$ cat src/rtl/spi_pkg.sv
// spi_pkg: shared state encoding and frame constants for the SPI master.
package spi_pkg;
    typedef enum logic [2:0] {IDLE, LOW, HIGH, WAIT, HOLD, GAP} state_t;
    localparam int SPI_FRAME_BITS = 8;
    localparam int MIN_CLK_DIV = 4;
endpackage

$ cat src/rtl/spi_tick_gen.sv
// spi_tick_gen: strobes phase_end every CLK_DIV cycles; clear restarts the phase.
module spi_tick_gen #(
    parameter int CLK_DIV = 4
) (
    input  logic clk,
    input  logic rst_n,
    input  logic clear,
    output logic phase_end
);
    localparam int W = $clog2(CLK_DIV);
    logic [W-1:0] div_cnt;
    assign phase_end = div_cnt == W'(CLK_DIV - 1);
    always_ff @(posedge clk or negedge rst_n) begin
        if (!rst_n) div_cnt <= '0;
        else        div_cnt <= (clear || phase_end) ? '0 : div_cnt + W'(1);
    end
endmodule

$ cat src/rtl/spi_master.sv
// spi_master: SPI mode-0 master, MSB first, 8-bit frames, bursts held under one ssel.
module spi_master
    import spi_pkg::*;
#(
    parameter int CLK_DIV = 4
) (
    input  logic       clk,
    input  logic       rst_n,
    input  logic [7:0] tx_data,
    input  logic       tx_last,
    input  logic       tx_valid,
    output logic       tx_ready,
    output logic [7:0] rx_data,
    output logic       rx_valid,
    output logic       busy,
    output logic       sclk,
    output logic       mosi,
    input  logic       miso,
    output logic       ssel
);
    if (CLK_DIV < MIN_CLK_DIV || CLK_DIV > 255) begin : g_bad_div
        $error("spi_master: CLK_DIV out of range");
    end
    state_t     state;
    logic [6:0] tx_sh;
    logic [6:0] rx_sh;
    logic [2:0] bit_cnt;
    logic       last;
    logic       miso_m;
    logic       miso_s;
    logic       phase_end;
    logic       accept;
    assign accept = (state == IDLE || state == WAIT) && tx_valid && tx_ready;
    spi_tick_gen #(.CLK_DIV(CLK_DIV)) u_tick (
        .clk      (clk),
        .rst_n    (rst_n),
        .clear    (accept),
        .phase_end(phase_end)
    );
    always_ff @(posedge clk or negedge rst_n) begin
        if (!rst_n) begin
            miso_m <= 1'b0;
            miso_s <= 1'b0;
        end else begin
            miso_m <= miso;
            miso_s <= miso_m;
        end
    end
    // tx_sh holds only the bits not yet on mosi; bit 7 goes out at accept
    always_ff @(posedge clk or negedge rst_n) begin
        if (!rst_n) begin
            state    <= IDLE;
            tx_sh    <= '0;
            rx_sh    <= '0;
            bit_cnt  <= '0;
            last     <= 1'b0;
            tx_ready <= 1'b0;
            rx_data  <= '0;
            rx_valid <= 1'b0;
            busy     <= 1'b0;
            sclk     <= 1'b0;
            mosi     <= 1'b0;
            ssel     <= 1'b1;
        end else begin
            rx_valid <= 1'b0;
            if (accept) begin
                tx_sh    <= tx_data[6:0];
                last     <= tx_last;
                mosi     <= tx_data[7];
                ssel     <= 1'b0;
                busy     <= 1'b1;
                tx_ready <= 1'b0;
                bit_cnt  <= '0;
                state    <= LOW;
            end else begin
                case (state)
                    IDLE: tx_ready <= 1'b1;
                    LOW: if (phase_end) begin
                        sclk  <= 1'b1;
                        state <= HIGH;
                    end
                    HIGH: if (phase_end) begin
                        sclk    <= 1'b0;
                        rx_sh   <= {rx_sh[5:0], miso_s};
                        tx_sh   <= {tx_sh[5:0], 1'b0};
                        bit_cnt <= bit_cnt + 3'd1;
                        if (bit_cnt == 3'(SPI_FRAME_BITS - 1)) begin
                            rx_valid <= 1'b1;
                            rx_data  <= {rx_sh, miso_s};
                            tx_ready <= !last;
                            state    <= last ? HOLD : WAIT;
                        end else begin
                            mosi  <= tx_sh[6];
                            state <= LOW;
                        end
                    end
                    HOLD: if (phase_end) begin
                        ssel  <= 1'b1;
                        state <= GAP;
                    end
                    GAP: if (phase_end) begin
                        busy     <= 1'b0;
                        tx_ready <= 1'b1;
                        state    <= IDLE;
                    end
                    default: ;
                endcase
            end
        end
    end
endmodule

$ cat config.mk
export PLATFORM = sky130hd
export DESIGN_NAME = spi_master
export DESIGN_NICKNAME = d
export VERILOG_FILES = /design/src/rtl/spi_pkg.sv /design/src/rtl/spi_tick_gen.sv /design/src/rtl/spi_master.sv
export SDC_FILE = /design/constraint.sdc
export NUM_CORES = 1
export LEC_CHECK = 0
export ABC_AREA = 1
export CAP_MARGIN = 20
export CORE_MARGIN = 2
export CORE_UTILIZATION = 38
export CTS_CLUSTER_SIZE = 12
export DETAILED_ROUTE_END_ITERATION = 10
export GPL_ROUTABILITY_DRIVEN = 0
export SETUP_SLACK_MARGIN = 0.3
export SLEW_MARGIN = 20
export SYNTH_ARGS = -nofsm -noshare
export SYNTH_HDL_FRONTEND = slang
export SYNTH_SLANG_ARGS = --single-unit
$ cat constraint.sdc
create_clock -name clk -period 1.7 [get_ports clk]
set_input_delay 0.255 -clock clk [delete_from_list [all_inputs] [get_ports clk]]
set_output_delay 0.255 -clock clk [all_outputs]
set_load 0.02 [all_outputs]
==> impl_metrics.py <==
metrics = {
    "placement": {
        "portBuffers": 26,
        "hpwl_um": 2380,
        "placedInstanceArea_um2": 2160,
    },
    "die": {
        "initial_core_util": 0.393,
        "placement_rows": 25,
        "die_h_um": 73.6,
        "die_w_um": 73.6,
        "fp.coreArea_um2": 4690,
        "die-area_um2": 5420,
        "num_io_pins": 27,
    },
    "pwr": {
        "power_mw": 1.88,
        "leakage_nw": 1.21,
        "irDropWorstVdd_uv": 382,
        "power_density_nw_per_um2": 799,
    },
    "synth": {
        "syn-cell-area_um2": 1840,
        "synth-seq-cells": 39,
        "synth_top_cell_by_area": "dfrtp_1",
        "synth_warnings": 0,
        "synth_nets": 236,
        "synth-edff-count": 0,
        "synth_area_per_cell_um2": 8.38,
        "ys.flop_type": "dfrtp_1",
        "synth_top_area_share": 0.516,
        "synthTopCellsByArea": "dfrtp_1 52%, nand2_1 18%, o21ai_0 5.7%, inv_1 5.1%, nand3_1 4.6%",
        "synth_cell_types": 23,
        "async_flop_share": 1.00,
        "yosys-top-cells-count": "87 x nand2_1, 38 x dfrtp_1, 25 x inv_1",
        "syn-instance-count": 220,
        "synth_most_common_cell": "nand2_1",
        "synth_seq_area_share": 0.530,
    },
    "global_routing": {
        "grt_max_degree": 22,
        "grt_pass1_vias": 1351,
        "track_usage": 0.140,
        "grt_overflow_total": 0,
        "antenna_found_initial": 0,
        "grt_pass1_wl_um": 5830,
    },
    "clock_network": {
        "clk-insertion-delay-late_ns": 0.29,
        "clock-sinks": 39,
        "root_buffer": "clkbuf_8",
        "clk_pin_slew_ns": 0.07,
        "cts_tree": "built",
        "htreeDepth": 2,
        "cts_made_buffers": 5,
        "clockBufferDepth": 2,
    },
    "timing": {
        "fin_setup_tns_ns": 0,
        "tightest_slew_ns": 0.494,
        "finalClockSkew_ns": 0.00973,
        "relSlewSlack": 0.671,
        "setup_viol": 0,
        "rsz0062_at_grt": "true",
        "min_period_ns": 1.36,
        "hold_violations": 0,
        "fmax_ghz": 0.738,
        "slew_viol_final": 0,
        "finalCritPeriodShare": 0.797,
    },
    "final_layout": {
        "final_area_um2": 2350,
        "fin_nets": 274,
        "num_antenna_cells": 0,
        "area_delta_synth_final_pct": 27.6,
        "layout-drive-gt1-share": 0.131,
    },
    "critical_path": {
        "startpoint_type": "flip-flop",
        "slowest_stage": "dfstp_2",
        "worstSetupEndpointType": "output port",
        "critical_path_required_ns": 1.44,
        "worstPathMaxFanout": 2,
        "cpPeakStageDelay_ns": 0.53,
        "cp.arrival_ns": 1.10,
        "path_buf_inv": 1,
        "cp_cell_sequence": "clkdlybuf4s15_1",
        "path_class": "reg2out",
        "critPathTopFamily": "flip-flops",
    },
    "run_status": {
        "outcome": "complete, no violations",
    },
    "route": {
        "ant_nets": 0,
        "via_count": 1459,
        "drt_iter0_drc": 68,
        "wl_per_cell_um": 10.9,
        "drc": 0,
        "routed_wl_um": 3400,
        "via_per_inst": 4.66,
        "drtPass1Iterations": 4,
    },
    "flow_run": {
        "cap_viol_max_count": 0,
    },
    "min_path": {
        "hp-class": "reg2reg",
    },
}
## logic make-up (layout without fill, tap and decap cells)
logic type	after synthesis	in the layout	synth area share
flip-flops	39	39	0.530
buffers and inverters	36	74	0.100
AO/OA/AOI/OAI	24	24	0.0665
AND/OR/NAND/NOR	118	119	0.282
adder cells (fa/ha/maj)	3	3	0.0204
## final timing paths
kind / start / end / slack (ns) / cells past startpoint
hold reg to reg: miso_m$_DFF_PN0_ / miso_s$_DFF_PN0_ / 0.35 / 0
setup reg to reg: state[1]$_DFFE_PN0P_ / state[1]$_DFFE_PN0P_ / 0.38 / 8
hold / removal: miso_m$_DFF_PN0_ / miso_s$_DFF_PN0_ / 0.35 / 0
setup / recovery: ssel$_DFFE_PN1P_ / ssel / 0.34 / 1
min in group asynchronous: rst_n / state[1]$_DFFE_PN0P_ / 0.46 / 2
max in group asynchronous: rst_n / ssel$_DFFE_PN1P_ / 0.69 / 3
## metrics by stage
step,instances,utilization,setup slack [ns],hold slack [ns]
2_1_floorplan,220,-,0.318,-0.0406
3_3_place_gp,298,0.460,0.198,0.247
3_5_place_dp,298,0.460,0.179,0.250
4_1_cts,308,0.489,0.298,0.358
5_1_grt,313,0.501,0.297,0.372
6_report,313,0.501,0.345,0.353
## report_power, final
group | internal (mW) | total [mW] | switching (mW) | leakage (nW)
Combinational | 0.0296 | 0.0528 | 0.0232 | 0.681
Sequential | 0.930 | 0.930 | 0.000500 | 0.463
Clock | 0.587 | 0.897 | 0.311 | 0.0654
## registers in the layout, summed over array words and instances, names as in the netlist
| signal | flops |
|---|---|
| bit_cnt | 3 |
| busy | 1 |
| last | 1 |
| miso_m | 1 |
| miso_s | 1 |
| mosi | 1 |
| rx_data | 8 |
| rx_sh | 7 |
| rx_valid | 1 |
| sclk | 1 |
| ssel | 1 |
| state | 3 |
| tx_ready | 1 |
| tx_sh | 7 |
| u_tick.div_cnt | 2 |
## metal layers
metal	vias to the layer above	routed length, µm	GRT usage
met5	-	0	0
met4	0	65	0.0606
met3	6	115	0.0329
met2	25	1620	0.230
met1	669	1600	0.175
li1	759	-	-
## layout by cell type (no fill, tap or decap), drive strengths merged
master and count:
clkbuf 6, a21oi 2, buf 12, dlygate4sd2 13, clkdlybuf4s50 11, dfstp 1, dfrtp 38, nor2 11
clkdlybuf4s15 1, o21ai 21, inv 28, bufinv 2, dlygate4sd3 1, ha 3, nand2 88, nor3 1
o21bai 1, nand4 1, nand3 18
## cell type report
class                      count  area (µm²)
inverter                      28         113
timing repair buffer          38         360
clock inverter                 2        60.1
clock buffer                   6        72.6
fill                         449        2340
multi-input combinational    146         699
tap                           54        67.6
sequential                    39         980
## what timing repair did
action / in CTS / in global routing
endpoints found under the hold margin: 20 / 0
setup buffers: 1 / 4
hold buffers: 1 / 0
endpoints found under the setup margin: 20 / 24
pin swaps: 1 / 3
gates cloned: 0 / 1
gates resized for setup: 15 / 8
Power figures use the tool's default switching activity.
